==> config.mk <==
export PLATFORM = sky130hd
export DESIGN_NAME = ps2_square_mover_flat
export DESIGN_NICKNAME = d
export VERILOG_FILES = /design/src/rtl/ps2_square_pkg.sv /design/src/rtl/ps2_square_mover_if.sv /design/src/rtl/ps2_byte_sync.sv /design/src/rtl/ps2_square_mover.sv /design/src/flat_wrapper.sv
export SDC_FILE = /design/constraint.sdc
export NUM_CORES = 1
export LEC_CHECK = 0
export CAP_MARGIN = 20
export CORE_UTILIZATION = 30
export CTS_CLUSTER_SIZE = 20
export DETAILED_ROUTE_END_ITERATION = 8
export PLACE_DENSITY_LB_ADDON = 0.05
export SLEW_MARGIN = 25
export SYNTH_ARGS = -nofsm -noshare
export SYNTH_HDL_FRONTEND = slang
export SYNTH_SLANG_ARGS = --single-unit
export TNS_END_PERCENT = 20
==> constraint.sdc <==
create_clock -name iVGA_CLK -period 6.3 [get_ports iVGA_CLK]
set_clock_uncertainty 0.05 [all_clocks]
set_input_delay 1.89 -clock iVGA_CLK [delete_from_list [all_inputs] [get_ports iVGA_CLK]]
set_output_delay 1.89 -clock iVGA_CLK [all_outputs]
set_load 0.02 [all_outputs]
==> src/rtl/ps2_square_pkg.sv <==
// ps2_square_pkg: shared scan codes, decoder states, held-bit indices and step helper
// Used by ps2_square_mover; no ports.
package ps2_square_pkg;

   localparam logic [7:0] SC_E0    = 8'hE0;
   localparam logic [7:0] SC_F0    = 8'hF0;
   localparam logic [7:0] SC_UP    = 8'h75;
   localparam logic [7:0] SC_DOWN  = 8'h72;
   localparam logic [7:0] SC_LEFT  = 8'h6B;
   localparam logic [7:0] SC_RIGHT = 8'h74;

   localparam int K_UP    = 0;
   localparam int K_DOWN  = 1;
   localparam int K_LEFT  = 2;
   localparam int K_RIGHT = 3;

   typedef enum logic [1:0] {IDLE, EXT, BRK, EXT_BRK} dec_state_t;

   // One-hot {RIGHT, LEFT, DOWN, UP}; zero for non-arrow bytes.
   function automatic logic [3:0] arrow_onehot(input logic [7:0] b);
      arrow_onehot = {b == SC_RIGHT, b == SC_LEFT, b == SC_DOWN, b == SC_UP};
   endfunction

   // Saturating step along one axis; opposing requests cancel.
   function automatic logic [9:0] step_axis(input logic [9:0] v, input logic dec, input logic inc,
                                            input logic [9:0] step, input logic [9:0] max);
      logic [10:0] sum;
      sum = {1'b0, v} + {1'b0, step};
      step_axis = (dec & ~inc) ? ((v >= step) ? v - step : '0) :
                  (inc & ~dec) ? ((sum > {1'b0, max}) ? max : sum[9:0]) : v;
   endfunction

endpackage

==> src/rtl/ps2_square_mover_if.sv <==
// ps2_square_mover_if: PS/2 byte input and square-position outputs
// ps2_out/ps2_key_pressed: raw receiver byte and async valid flag
// oX_squre/oY_squre: square top row / left column; oMove: moved pulse; oKeys_held: {R,L,D,U}
interface ps2_square_mover_if;
   logic [7:0] ps2_out;
   logic       ps2_key_pressed;
   logic [9:0] oX_squre;
   logic [9:0] oY_squre;
   logic       oMove;
   logic [3:0] oKeys_held;
   modport master (output ps2_out, ps2_key_pressed, input oX_squre, oY_squre, oMove, oKeys_held);
   modport slave  (input ps2_out, ps2_key_pressed, output oX_squre, oY_squre, oMove, oKeys_held);
endinterface

==> src/rtl/ps2_byte_sync.sv <==
// ps2_byte_sync: brings the PS/2 byte-valid flag into iVGA_CLK and captures the byte
// iVGA_CLK, iRST_n (async active-low); ps2_key_pressed/ps2_out in;
// byte_stb: one-cycle strobe 3 cycles after flag rise; byte_q: byte valid while byte_stb
module ps2_byte_sync (
   input  logic       iVGA_CLK,
   input  logic       iRST_n,
   input  logic       ps2_key_pressed,
   input  logic [7:0] ps2_out,
   output logic       byte_stb,
   output logic [7:0] byte_q
);
   // sync[1:0] is the two-flop synchronizer, sync[2] the edge-detect history
   logic [2:0] sync;
   always_ff @(posedge iVGA_CLK or negedge iRST_n)
      if (!iRST_n) begin
         sync     <= '0;
         byte_stb <= 1'b0;
         byte_q   <= '0;
      end else begin
         sync     <= {sync[1:0], ps2_key_pressed};
         byte_stb <= sync[1] & ~sync[2];
         if (sync[1] & ~sync[2]) byte_q <= ps2_out;
      end
endmodule

==> src/rtl/ps2_square_mover.sv <==
// ps2_square_mover: decodes PS/2 arrow make/break codes into held keys and a clamped square position
// iVGA_CLK, iRST_n (async active-low); bus (slave): ps2_out/ps2_key_pressed in,
// oX_squre/oY_squre/oMove/oKeys_held out.
// Build option PS2_AUTOREPEAT_EN: internal auto-repeat counter, keyboard typematic makes ignored.
module ps2_square_mover
   import ps2_square_pkg::*;
#(
   parameter int STEP   = 5,
   parameter int X_MAX  = 427,
   parameter int Y_MAX  = 600,
   parameter int X_INIT = 220,
   parameter int Y_INIT = 300
`ifdef PS2_AUTOREPEAT_EN
   ,parameter int REPEAT_DELAY = 12_500_000,
   parameter int REPEAT_RATE  = 2_500_000
`endif
) (
   input logic iVGA_CLK,
   input logic iRST_n,
   ps2_square_mover_if.slave bus
);
   logic       byte_stb;
   logic [7:0] byte_q;
   dec_state_t st, st_n;
   logic [3:0] held, held_n, arrow, imm, stp;
   logic       make, brk;
   logic [9:0] x, y, x_n, y_n;
   logic       chg, move;

   ps2_byte_sync u_sync (
      .iVGA_CLK        (iVGA_CLK),
      .iRST_n          (iRST_n),
      .ps2_key_pressed (bus.ps2_key_pressed),
      .ps2_out         (bus.ps2_out),
      .byte_stb        (byte_stb),
      .byte_q          (byte_q)
   );

   always_comb begin
      arrow  = arrow_onehot(byte_q);
      make   = byte_stb && (st == IDLE || st == EXT) && |arrow;
      brk    = byte_stb && (st == BRK || st == EXT_BRK) && |arrow;
      st_n   = !byte_stb ? st :
               (byte_q == SC_F0 && st == IDLE) ? BRK :
               (byte_q == SC_F0 && st == EXT)  ? EXT_BRK :
               (byte_q == SC_E0 && st == IDLE) ? EXT : IDLE;
      held_n = make ? held | arrow : brk ? held & ~arrow : held;
   end

`ifdef PS2_AUTOREPEAT_EN
   localparam int CNT_W = $clog2((REPEAT_DELAY > REPEAT_RATE ? REPEAT_DELAY : REPEAT_RATE) + 1);
   logic [CNT_W-1:0] cnt, cnt_n;
   logic             expire;
   // A fresh make takes priority over an expiry in the same cycle and restarts the delay.
   always_comb begin
      imm    = make ? arrow & ~held : 4'b0;
      expire = |held && cnt <= CNT_W'(1);
      stp    = |imm ? imm : expire ? held : 4'b0;
      cnt_n  = |imm ? CNT_W'(REPEAT_DELAY) : !(|held) ? '0 :
               expire ? CNT_W'(REPEAT_RATE) : cnt - CNT_W'(1);
   end
   always_ff @(posedge iVGA_CLK or negedge iRST_n)
      if (!iRST_n) cnt <= '0;
      else cnt <= cnt_n;
`else
   // Every arrow make steps, so keyboard typematic drives repetition.
   always_comb begin
      imm = make ? arrow : 4'b0;
      stp = imm;
   end
`endif

   assign x_n = step_axis(x, stp[K_UP], stp[K_DOWN], 10'(STEP), 10'(X_MAX));
   assign y_n = step_axis(y, stp[K_LEFT], stp[K_RIGHT], 10'(STEP), 10'(Y_MAX));

   // chg marks the cycle a coordinate changed; move trails it by one cycle.
   always_ff @(posedge iVGA_CLK or negedge iRST_n)
      if (!iRST_n) begin
         st   <= IDLE;
         held <= '0;
         x    <= 10'(X_INIT);
         y    <= 10'(Y_INIT);
         chg  <= 1'b0;
         move <= 1'b0;
      end else begin
         st   <= st_n;
         held <= held_n;
         x    <= x_n;
         y    <= y_n;
         chg  <= (x_n != x) || (y_n != y);
         move <= chg;
      end

   assign bus.oX_squre   = x;
   assign bus.oY_squre   = y;
   assign bus.oMove      = move;
   assign bus.oKeys_held = held;
endmodule
==> src/flat_wrapper.sv <==
// flat-port wrapper written by rule: the top's interface ports become plain ports
module ps2_square_mover_flat import ps2_square_pkg::*;
#(
   parameter int STEP   = 5,
   parameter int X_MAX  = 427,
   parameter int Y_MAX  = 600,
   parameter int X_INIT = 220,
   parameter int Y_INIT = 300

)
  (iVGA_CLK, iRST_n, bus_ps2_out, bus_ps2_key_pressed, bus_oX_squre, bus_oY_squre, bus_oMove, bus_oKeys_held);
  ps2_square_mover_if bus_i ();
  input logic iVGA_CLK;
  input logic iRST_n;
  input wire logic [$bits(bus_i.ps2_out)-1:0] bus_ps2_out;
  input wire logic [$bits(bus_i.ps2_key_pressed)-1:0] bus_ps2_key_pressed;
  output wire logic [$bits(bus_i.oX_squre)-1:0] bus_oX_squre;
  output wire logic [$bits(bus_i.oY_squre)-1:0] bus_oY_squre;
  output wire logic [$bits(bus_i.oMove)-1:0] bus_oMove;
  output wire logic [$bits(bus_i.oKeys_held)-1:0] bus_oKeys_held;
  assign bus_i.ps2_out = bus_ps2_out;
  assign bus_i.ps2_key_pressed = bus_ps2_key_pressed;
  assign bus_oX_squre = bus_i.oX_squre;
  assign bus_oY_squre = bus_i.oY_squre;
  assign bus_oMove = bus_i.oMove;
  assign bus_oKeys_held = bus_i.oKeys_held;
  ps2_square_mover #(.STEP(STEP), .X_MAX(X_MAX), .Y_MAX(Y_MAX), .X_INIT(X_INIT), .Y_INIT(Y_INIT)) u_core (.iVGA_CLK(iVGA_CLK), .iRST_n(iRST_n), .bus(bus_i));
endmodule
==> reports/results.txt <==
Run status: finished, final reports clean
Gpl congestion: 0.909
Adder-Cell Fraction of Synth Area: 0.0258
Post-Syn Area: 3400 um2
CP cell instances: ha_1 > o21a_1 > a2111oi_0 > o221ai_1 > a21oi_1 > a21oi_1 > o21ai_0 > o2111ai_1 > or4_1
Most numerous cell on the critical path: a21oi_1
Antenna violations before repair: 0
Multiplexer area fraction after synthesis: 0.0527
GRT met1 Usage: 0.290
Root Driver: clkbuf_16
TritonRoute pass-1 iters: 5
Most common cell in the synthesized netlist: nor2_1
Post-route ant nets: 0
Clk sinks: 39
Fin crit share: 0.633
Fmax: 251 MHz
P_leak: 0.00148 uW
Largest family of logic cells by synthesized area: compound AO/OA/AOI/OAI gates
Port Buf Inserts: 35
Syn nets: 451
Via count: 3,473
Worst path top cell family by delay: compound AO/OA/AOI/OAI gates
Max cap viols: 0
Area contributors post-synth: dfrtp_1 22%, dfstp_2 7.0%, a21oi_1 5.2%
Clk slew on worst S/H paths: 0.06 ns
Vias in the first global route: 3,236
Worst path arrival time: 4.10 ns
#FFs+latches synth: 39
Cells after synthesis: 433
Largest area contributor in the netlist: dfrtp_1
Met2 Resource Use GR: 0.306
Resized cells post-CTS: 0
Post-CTS Hold Fix Bufs: 0
Clk buf depth: 2
Post-Synth XOR/XNOR Area: 0.0180
Crit path launch type: register
Tightest Pin Transition: 1.05 ns
Slew margin rel.: 0.295
DP Wirelength: 7910 um
H-tree Lvls: 2
CTS Buf Count: 5
CP max stage cell: a21oi_1
Fin. max-slew vios: 0
Synth cell count leaders: 38 x nor2_1, 35 x a21oi_1, 32 x clkbuf_1, 30 x dfrtp_1, 29 x o21ai_0
Row cnt: 38
DR WL/cell: 19.0 um
RSZ-0062 raised after global routing: false
Tot Pwr: 795 uW
Worst-Skew Late Latency: 0.29 ns
Diode count: 0
Total wire length: 11,100 um
Die ar.: 11,800 um2
Max rail drop VDD: 108 uV
GRT Total Usage: 0.198
Post-synthesis simple-gate area fraction: 0.251
M3 GR Usage: 0.0295
Unique cell type count in the Yosys netlist: 67
Critical Path End Type: register
Nets: 461
Final worst slack: 2.31 ns
Crit path kind: register to register
Avg Synthesized Cell Area: 7.85 um2
First-pass GRT wire length: 18,100 um
Final Setup Violations: 0
Post-synth EDFFs: 0
DR iter-0 viols: 244
Final Hold Vio Count: 0
CP bufs+invs: 0
Post-synthesis compound-gate area fraction: 0.300
DRC Markers: 0
Post-DR vias/cell: 5.95
IO Pins: 36
Fin Setup TNS: 0 ns
Post-route minimum period: 3.99 ns
Initial core utilization: 0.311
Largest net degree at the start of global routing: 40
CTS tree: built
Asr flop ratio synth: 1.00
Synth top area share: 0.221
CP peak stage delay: 0.76 ns
Setup repair bufs after CTS: 0
Critical Path RT: 6.41 ns
Seq/Total Area, Yosys: 0.291
Most common flop cell mapped by yosys: dfrtp_1
Pre-CTS setup slack: 2.49 ns
Core ar.: 10,900 um2
Area growth syn-to-layout: 16.4%
Syn. warnings: 0
Layout cell share with drive strength beyond 1: 0.0991
Gr ovfl total: 0
CP max FO: 16
Die height: 108 um
Global route hottest layer: met2
Die width: 108 um
Power Dens Cells: 201 nW/um2
Class of the worst hold path: register to register
[final cells by class]
cell class	count	area, um2
clock buffer	5	125
clock inverter	3	20.0
fill	1166	6980
inverter	17	63.8
multi-input combinational	341	2210
sequential	39	987
tap	140	175
timing repair buffer	39	378
[cells in the final DEF (no fill, tap or decap), types with 7 or more instances in the layout]
cell,instances
a211oi_1,7
nor2_1,38
nand2b_1,13
nand3_1,14
ha_1,7
mux2_2,11
dfrtp_1,30
inv_1,17
nor2b_1,10
nand2_1,27
o21ai_0,29
a31oi_1,9
nand4_1,7
nor3_1,15
dfstp_2,9
clkdlybuf4s50_1,34
a21oi_1,35
[metal layers]
| layer | vias to the layer above | share of wire |
|---|---|---|
| li1 | 1663 | - |
| met1 | 1695 | 0.49 |
| met2 | 104 | 0.45 |
| met3 | 11 | 0.050 |
| met4 | 0 | 0.010 |
| met5 | - | 0 |
[cells by family (layout without fill, tap and decap cells)]
| group | after synthesis | after routing |
|---|---|---|
| fa+ha+maj | 7 | 7 |
| flops | 39 | 39 |
| buf+inv | 53 | 64 |
| simple gates | 160 | 160 |
| mux | 16 | 16 |
| xor+xnor | 7 | 7 |
| compound gates | 151 | 151 |
[worst reg2reg max path, stage by stage (launching register included)]
cell	delay, ns
dfrtp_1	0.58
ha_1	0.44
o21a_1	0.26
a2111oi_0	0.45
o221ai_1	0.23
a21oi_1	0.76
a21oi_1	0.20
o21ai_0	0.27
o2111ai_1	0.14
or4_1	0.47
[power by group]
| group | internal (uW) | switching, uW |
|---|---|---|
| clock network | 146 | 115 |
| logic | 88.9 | 117 |
| registers | 276 | 52.9 |
[worst paths after layout]
check,start,endpoint,slack (ns),depth (start not counted)
hold reg to reg,u_core.u_sync.sync[0],u_core.u_sync.sync[1],0.30,0
setup reg to reg,u_core.bus.oX_squre[0],u_core.chg,2.31,9
hold / removal,u_core.u_sync.sync[0],u_core.u_sync.sync[1],0.30,0
max in group asynchronous,iRST_n,u_core.bus.oY_squre[5],4.30,1
setup / recovery,u_core.bus.oX_squre[0],u_core.chg,2.31,9
min in group asynchronous,iRST_n,u_core.bus.oX_squre[9],1.53,1
[metrics by stage]
step | hold slack [ns] | cell area, um2 | util | instances
floorplan | 0.281 | 3400 | - | 433
global placement | 0.285 | 3810 | 0.348 | 576
detailed placement | 0.292 | 3810 | 0.348 | 576
CTS | 0.307 | 3950 | 0.361 | 584
global route | 0.308 | 3960 | 0.362 | 584
finish | 0.302 | 3960 | 0.362 | 584
(Power assumes the default switching activity.)
